===== config.mk =====
export PLATFORM = sky130hd
export DESIGN_NAME = text_overlay_gen
export DESIGN_NICKNAME = d
export VERILOG_FILES = /design/src/rtl/text_overlay_gen_pkg.sv /design/src/rtl/text_overlay_gen_font_rom.sv /design/src/rtl/text_overlay_gen.sv
export SDC_FILE = /design/constraint.sdc
export NUM_CORES = 1
export LEC_CHECK = 0
export ABC_AREA = 1
export CORE_UTILIZATION = 55
export DETAILED_ROUTE_END_ITERATION = 16
export PLACE_DENSITY = 0.78
export SYNTH_ARGS = -nofsm -noshare
export SYNTH_HDL_FRONTEND = slang
export SYNTH_SLANG_ARGS = --single-unit

===== constraint.sdc =====
create_clock -name i_f_clock -period 4.7 [get_ports i_f_clock]
set_input_delay 0.94 -clock i_f_clock [delete_from_list [all_inputs] [get_ports i_f_clock]]
set_output_delay 0.94 -clock i_f_clock [all_outputs]
set_load 0.005 [all_outputs]

===== src/rtl/text_overlay_gen_pkg.sv =====
// Shared constants and types for the multi-row text overlay.
`timescale 1ns/1ps
package text_overlay_pkg;
  localparam int FONT_W      = 8;
  localparam int FONT_H      = 16;
  localparam int CHAR_W      = 7;
  localparam int FONT_ADDR_W = 11;
  localparam int LATENCY     = 3;

  localparam logic [CHAR_W-1:0] SPACE_CHAR = 7'h20;

  typedef enum logic {ST_CLEAR, ST_IDLE} state_t;
endpackage


===== src/rtl/text_overlay_gen_font_rom.sv =====
// 8x16 glyph ROM with a registered read: 11-bit address {char, glyph_row}, MSB = leftmost pixel.
`timescale 1ns/1ps
module font_rom (
  input  logic        i_clk,
  input  logic [10:0] i_addr,
  output logic [7:0]  o_data
);
  logic [127:0] w_glyph;

  // Each glyph is 16 rows packed with row 0 in the top byte.
  always_comb begin
    w_glyph = 128'h0000_7E42_4242_4242_4242_7E00_0000_0000;
    case (i_addr[10:4])
      7'h20:   w_glyph = 128'h0;
      7'h41:   w_glyph = 128'h0000_1038_6CC6_C6FE_C6C6_C6C6_0000_0000;
      7'h5A:   w_glyph = 128'h0000_FEC6_8C18_3060_C2C6_FE00_0000_0000;
      default: w_glyph = 128'h0000_7E42_4242_4242_4242_7E00_0000_0000;
    endcase
  end

  always_ff @(posedge i_clk) begin
    o_data <= w_glyph[{~i_addr[3:0], 3'b000} +: 8];
  end
endmodule


===== src/rtl/text_overlay_gen.sv =====
// Writable COLSxROWS character overlay rendered through font_rom, with blinking
// inverse cursor and a power-on buffer clear; 3-cycle pixel pipeline.
`timescale 1ns/1ps
module text_overlay_gen
  import text_overlay_pkg::*;
#(
  parameter int          X0         = 320,
  parameter int          Y0         = 292,
  parameter int          COLS       = 17,
  parameter int          ROWS       = 2,
  parameter int          SCALE_LOG2 = 0,
  parameter logic [2:0]  FG_RGB     = 3'b111,
  parameter logic [2:0]  BG_RGB     = 3'b000,
  parameter int          BLINK_LOG2 = 4,
  localparam int         DEPTH      = COLS * ROWS,
  localparam int         AW         = $clog2(DEPTH)
) (
  input  logic              i_f_clock,
  input  logic              i_reset,
  input  logic              i_f_on,
  input  logic [9:0]        i_f_row,
  input  logic [10:0]       i_f_column,
  input  logic              i_wr_en,
  input  logic [AW-1:0]     i_wr_addr,
  input  logic [CHAR_W-1:0] i_wr_char,
  input  logic              i_cursor_en,
  input  logic [AW-1:0]     i_cursor_addr,
  output logic              o_busy,
  output logic              o_r_out,
  output logic              o_g_out,
  output logic              o_b_out
);
  localparam int X_END = X0 + COLS * FONT_W * (1 << SCALE_LOG2);
  localparam int Y_END = Y0 + ROWS * FONT_H * (1 << SCALE_LOG2);

  state_t              r_state, w_state_nxt;
  logic [AW-1:0]       r_clr_cnt, w_clr_cnt_nxt;
  logic                w_we;
  logic [AW-1:0]       w_wr_addr;
  logic [CHAR_W-1:0]   w_wr_data;
  logic [CHAR_W-1:0]   r_mem [DEPTH];
  logic [7:0]          r_frame_cnt;

  logic [10:0]         w_pix_x, w_pix_y, w_dx, w_dy, w_col, w_row;
  logic [2:0]          w_dx_s;
  logic [3:0]          w_glyph_row;
  logic                w_in_region, w_vis, w_inverse, w_px, w_unused;
  logic [AW-1:0]       w_cell, w_rd_addr;

  logic [CHAR_W-1:0]   r_s1_char;
  logic                r_s1_vis, r_s1_inv, r_s2_vis, r_s2_inv;
  logic [3:0]          r_s1_grow;
  logic [2:0]          r_s1_bit, r_s2_bit;
  logic [FONT_ADDR_W-1:0] w_font_addr;
  logic [7:0]          w_font_data;
  logic [2:0]          r_rgb;

  assign o_busy   = (r_state == ST_CLEAR);
  assign w_unused = i_f_column[10];

  always_ff @(posedge i_f_clock) begin
    if (i_reset) begin
      r_state   <= ST_CLEAR;
      r_clr_cnt <= '0;
    end else begin
      r_state   <= w_state_nxt;
      r_clr_cnt <= w_clr_cnt_nxt;
    end
  end

  // The clear sequence owns the write port; host writes only land in IDLE.
  always_comb begin
    w_state_nxt   = r_state;
    w_clr_cnt_nxt = r_clr_cnt;
    w_we          = 1'b0;
    w_wr_addr     = i_wr_addr;
    w_wr_data     = i_wr_char;
    case (r_state)
      ST_CLEAR: begin
        w_we      = 1'b1;
        w_wr_addr = r_clr_cnt;
        w_wr_data = SPACE_CHAR;
        if (r_clr_cnt == AW'(DEPTH - 1)) begin
          w_state_nxt   = ST_IDLE;
          w_clr_cnt_nxt = '0;
        end else begin
          w_clr_cnt_nxt = r_clr_cnt + AW'(1);
        end
      end
      ST_IDLE: begin
        w_we = i_wr_en && ({1'b0, i_wr_addr} < (AW + 1)'(DEPTH));
      end
      default: w_state_nxt = ST_CLEAR;
    endcase
  end

  assign w_pix_x     = {1'b0, i_f_column[9:0]};
  assign w_pix_y     = {1'b0, i_f_row};
  assign w_dx        = w_pix_x - 11'(X0);
  assign w_dy        = w_pix_y - 11'(Y0);
  assign w_in_region = (w_pix_x >= 11'(X0)) && (w_pix_x < 11'(X_END)) &&
                       (w_pix_y >= 11'(Y0)) && (w_pix_y < 11'(Y_END));
  assign w_col       = w_dx >> (3 + SCALE_LOG2);
  assign w_row       = w_dy >> (4 + SCALE_LOG2);
  assign w_cell      = AW'(w_row * 11'(COLS) + w_col);
  assign w_rd_addr   = w_in_region ? w_cell : '0;
  assign w_dx_s      = 3'(w_dx >> SCALE_LOG2);
  assign w_glyph_row = 4'(w_dy >> SCALE_LOG2);
  assign w_vis       = i_f_on && w_in_region && !o_busy;
  assign w_inverse   = i_cursor_en && (w_rd_addr == i_cursor_addr) &&
                       r_frame_cnt[BLINK_LOG2];

  // Read-first RAM: a same-cycle write to the rendered cell returns the old code.
  always_ff @(posedge i_f_clock) begin
    if (w_we) r_mem[w_wr_addr] <= w_wr_data;
    r_s1_char <= r_mem[w_rd_addr];
  end

  always_ff @(posedge i_f_clock) begin
    if (i_reset) begin
      r_frame_cnt <= '0;
    end else if (i_f_row == 10'd0 && i_f_column[9:0] == 10'd0) begin
      r_frame_cnt <= r_frame_cnt + 8'd1;
    end
  end

  always_ff @(posedge i_f_clock) begin
    if (i_reset) begin
      r_s1_vis  <= 1'b0;
      r_s1_inv  <= 1'b0;
      r_s1_grow <= '0;
      r_s1_bit  <= '0;
      r_s2_vis  <= 1'b0;
      r_s2_inv  <= 1'b0;
      r_s2_bit  <= '0;
      r_rgb     <= 3'b000;
    end else begin
      r_s1_vis  <= w_vis;
      r_s1_inv  <= w_inverse;
      r_s1_grow <= w_glyph_row;
      r_s1_bit  <= ~w_dx_s;
      r_s2_vis  <= r_s1_vis;
      r_s2_inv  <= r_s1_inv;
      r_s2_bit  <= r_s1_bit;
      r_rgb     <= r_s2_vis ? (w_px ? FG_RGB : BG_RGB) : 3'b000;
    end
  end

  assign w_font_addr = {r_s1_char, r_s1_grow};
  assign w_px        = w_font_data[r_s2_bit] ^ r_s2_inv;

  font_rom u_font_rom (
    .i_clk  (i_f_clock),
    .i_addr (w_font_addr),
    .o_data (w_font_data)
  );

  assign o_r_out = r_rgb[2];
  assign o_g_out = r_rgb[1];
  assign o_b_out = r_rgb[0];
endmodule


==> flow_metrics.env <==
export IMPL_vias=9533
export IMPL_clock_path_buffers=3
export IMPL_max_freq_mhz=248.8
export IMPL_port_buffers=47
export IMPL_ys_ff_latch=279
export IMPL_drcViolationCount=0
export IMPL_drt_wl_total_mm=30.30
export IMPL_fin_area_sq_um=14610
export IMPL_ant_nets=0
export IMPL_synth_main_ff_cell="edfxtp_1"
export IMPL_yosys_area_top_type_share=0.5519
export IMPL_cts_hold_buffers=0
export IMPL_area_growth_pct=12.84
export IMPL_reg2reg_from="r_state"
export IMPL_grt_pass1_vias=9041
export IMPL_reg2reg_slack_ps=1170
export IMPL_fin_skew_ps=14.68
export IMPL_gr_total_overflow=0
export IMPL_worstRegToRegCells=5
export IMPL_cts_buffers=28
export IMPL_report_final_slew_viol_count=0
export IMPL_synthCells=1309
export IMPL_irDropWorstVdd_mv=0.4503
export IMPL_cts_max_level=1
export IMPL_path_class="in -> reg"
export IMPL_max_stage_delay_ps=520
export IMPL_post_cts_setup_buffers=0
export IMPL_cts_tree="done"
export IMPL_slew_headroom=0.2629
export IMPL_path_cells="clkdlybuf4s50_1, inv_1, ha_1, nand2_1, nand2_1, nand2_1, xor2_1, ha_1, ha_1, ha_1, ha_1, xor2_1, nand2_1, inv_1, nand3_1, nand3_1, nand2_1"
export IMPL_fin_crit_ps=4019
export IMPL_drt_pass1_iterations=5
export IMPL_finalSetupViolCount=0
export IMPL_synthArstFlopShare=0
export IMPL_yosys_area_top_type="edfxtp_1"
export IMPL_die_h_um=155.4
export IMPL_fp_row_count=55
export IMPL_yosysSeqAreaShare=0.6153
export IMPL_hold_path_class="reg -> reg"
export IMPL_syn_area_sq_um=12950
export IMPL_grt_pass1_wl_mm=47.48
export IMPL_hold_violations=0
export IMPL_core_area_sq_um=22850
export IMPL_outcome="finished clean"
export IMPL_grt_use_total=0.2569
export IMPL_cp_slowest_cell="clkdlybuf4s50_1"
export IMPL_min_period_over_period=0.8550
export IMPL_grt_max_degree=87
export IMPL_netlist_cell_type_count=41
export IMPL_gp_congestion=0.9257
export IMPL_r2r_end="r_mem[10][3]"
export IMPL_die_x_um=155.4
export IMPL_leakage_nw=5.935
export IMPL_antennaDiodeCount=0
export IMPL_synth_area_per_cell_sq_um=9.892
export IMPL_fin_nets=1410
export IMPL_vias_per_cell=5.691
export IMPL_placed_area_sq_um=13710
export IMPL_critPathRequiredTime_ps=5140
export IMPL_clk_pin_slew_ps=60
export IMPL_power_density_nw_per_um2=360.8
export IMPL_dp_cells=1624
export IMPL_fin_setup_tns_ps=0
export IMPL_io_pins=49
export IMPL_grt_antenna_before_repair=0
export IMPL_cts_repair_resized=0
export IMPL_drt_iter0_drc=981
export IMPL_drive_gt1_frac=0.07856
export IMPL_power_mw=5.272
export IMPL_crit_fanout=10
export IMPL_start_util=0.5668
export IMPL_final_cells=1675
export IMPL_synth_nets=1378
export IMPL_clk_latency_ps=560
export IMPL_drv_cap=0
export IMPL_worstSetupStartpointType="input pin"
export IMPL_synth_area_leaders="edfxtp_1, nand2_1, dfxtp_1"
export IMPL_clock_sinks=279
export IMPL_hold_path_depth=2
export IMPL_cp_arrival_ps=4460
export IMPL_setup_worst_path_end_class="flip-flop"
export IMPL_hp_start="r_s1_vis"
export IMPL_rsz0062_at_grt="no"
export IMPL_tightest_slew_ps=1104
export IMPL_dieArea_sq_um=24160
export IMPL_synth_warnings=0
export IMPL_root_buffer="clkbuf_16"
export IMPL_dp_hpwl_mm=18.67
export IMPL_synth_edff_count=238
export IMPL_hold_end="r_s2_vis"
export IMPL_wl_per_cell_um=18.09
[power by group]
group,switching [mW],internal (mW)
combinational,0.248,0.148
sequential,0.0166,2.69
clock,0.924,1.24
total,1.19,4.08
[worst max-delay path, delay by kind of cell]
kind | cells | cell delay [ps]
xor gates and xnor gates | 2 | 330
adders and majority gates | 5 | 1390
buffers and inverters | 3 | 890
and+or+nand+nor | 7 | 900
[layer usage]
| metal | track usage | vias up | share of wire |
|---|---|---|---|
| met5 | 0 | - | 0 |
| met1 | 0.3316 | 4413 | 0.39 |
| met4 | 0.1214 | 0 | 0.041 |
| met2 | 0.4324 | 476 | 0.49 |
| li1 | - | 4557 | - |
| met3 | 0.03315 | 87 | 0.088 |
[synthesized netlist by cell type (6+ instances only)]
master,count
ha_1,23
nand4_1,106
clkbuf_1,25
xor2_1,13
dfxtp_1,41
edfxtp_1,238
o21ai_0,28
buf_4,8
nand3_1,164
or2_2,24
buf_2,23
o21ai_1,12
nor2_1,157
nand2_1,236
inv_1,137
nor3_1,8
a21oi_1,13
buf_1,10
inv_2,6
[worst max path at each step]
stage | from | to | slack [ps] | cells after the start
global placement | i_f_row[2] | r_s1_char[3] | 230 | 17
floorplan | i_f_row[3] | r_s1_char[0] | 1030 | 17
detailed placement | i_f_row[2] | r_s1_char[3] | 170 | 17
CTS | i_f_row[2] | r_s1_char[2] | 710 | 17
global route | i_f_row[2] | r_s1_char[2] | 460 | 17
finish | i_f_row[2] | r_s1_char[3] | 680 | 17
[logic make-up after synthesis]
family	Yosys count	share of synthesized area
AOI/OAI and AO/OA	64	0.02725
xor gates and xnor gates	18	0.01217
adders and majority gates	24	0.02377
buffers and inverters	213	0.06803
DFF	279	0.6153
muxes	1	0.0007731
and+or+nand+nor	710	0.2527
[cells in the final DEF, fill, tap and decap left out, types with 22 or more instances in the layout]
cell | Yosys | routed
clkbuf_16 | 0 | 28
clkdlybuf4s50_1 | 0 | 47
dfxtp_1 | 41 | 41
edfxtp_1 | 238 | 238
ha_1 | 23 | 22
inv_1 | 137 | 137
nand2_1 | 236 | 236
nand3_1 | 164 | 164
nand4_1 | 106 | 106
nor2_1 | 157 | 157
o21ai_0 | 28 | 28
or2_2 | 24 | 24
[registers in the layout, indices dropped and copies added, names as in the netlist]
| signal | cells |
|---|---|
| r_s1_bit | 3 |
| r_rgb | 1 |
| r_s2_vis | 1 |
| r_state | 1 |
| u_font_rom.o_data | 7 |
| r_s1_char | 7 |
| r_frame_cnt | 5 |
| r_s2_inv | 1 |
| r_s1_inv | 1 |
| r_s2_bit | 3 |
| r_s1_grow | 4 |
| r_clr_cnt | 6 |
| r_mem | 238 |
| r_s1_vis | 1 |
[layout make-up]
| type | instances | area [sq um] |
|---|---|---|
| fill | 1806 | 8235 |
| multi-input combinational | 817 | 4120 |
| clock buffer | 36 | 753.2 |
| inverter | 144 | 540.5 |
| timing repair buffer | 71 | 688.2 |
| clock inverter | 15 | 150.1 |
| tap | 313 | 391.6 |
| sequential | 279 | 7968 |
[stage by stage]
stage,hold slack (ps),setup slack [ps],utilization
final,402.8,681.3,0.6395
after global routing,437.4,461.2,0.6395
after CTS,405.7,714.2,0.6395
after detailed placement,397.3,167.9,0.6000
after global placement,396.6,232.8,0.6000
after floorplan,388.3,1029,-
Power figures use the tool's default switching activity.
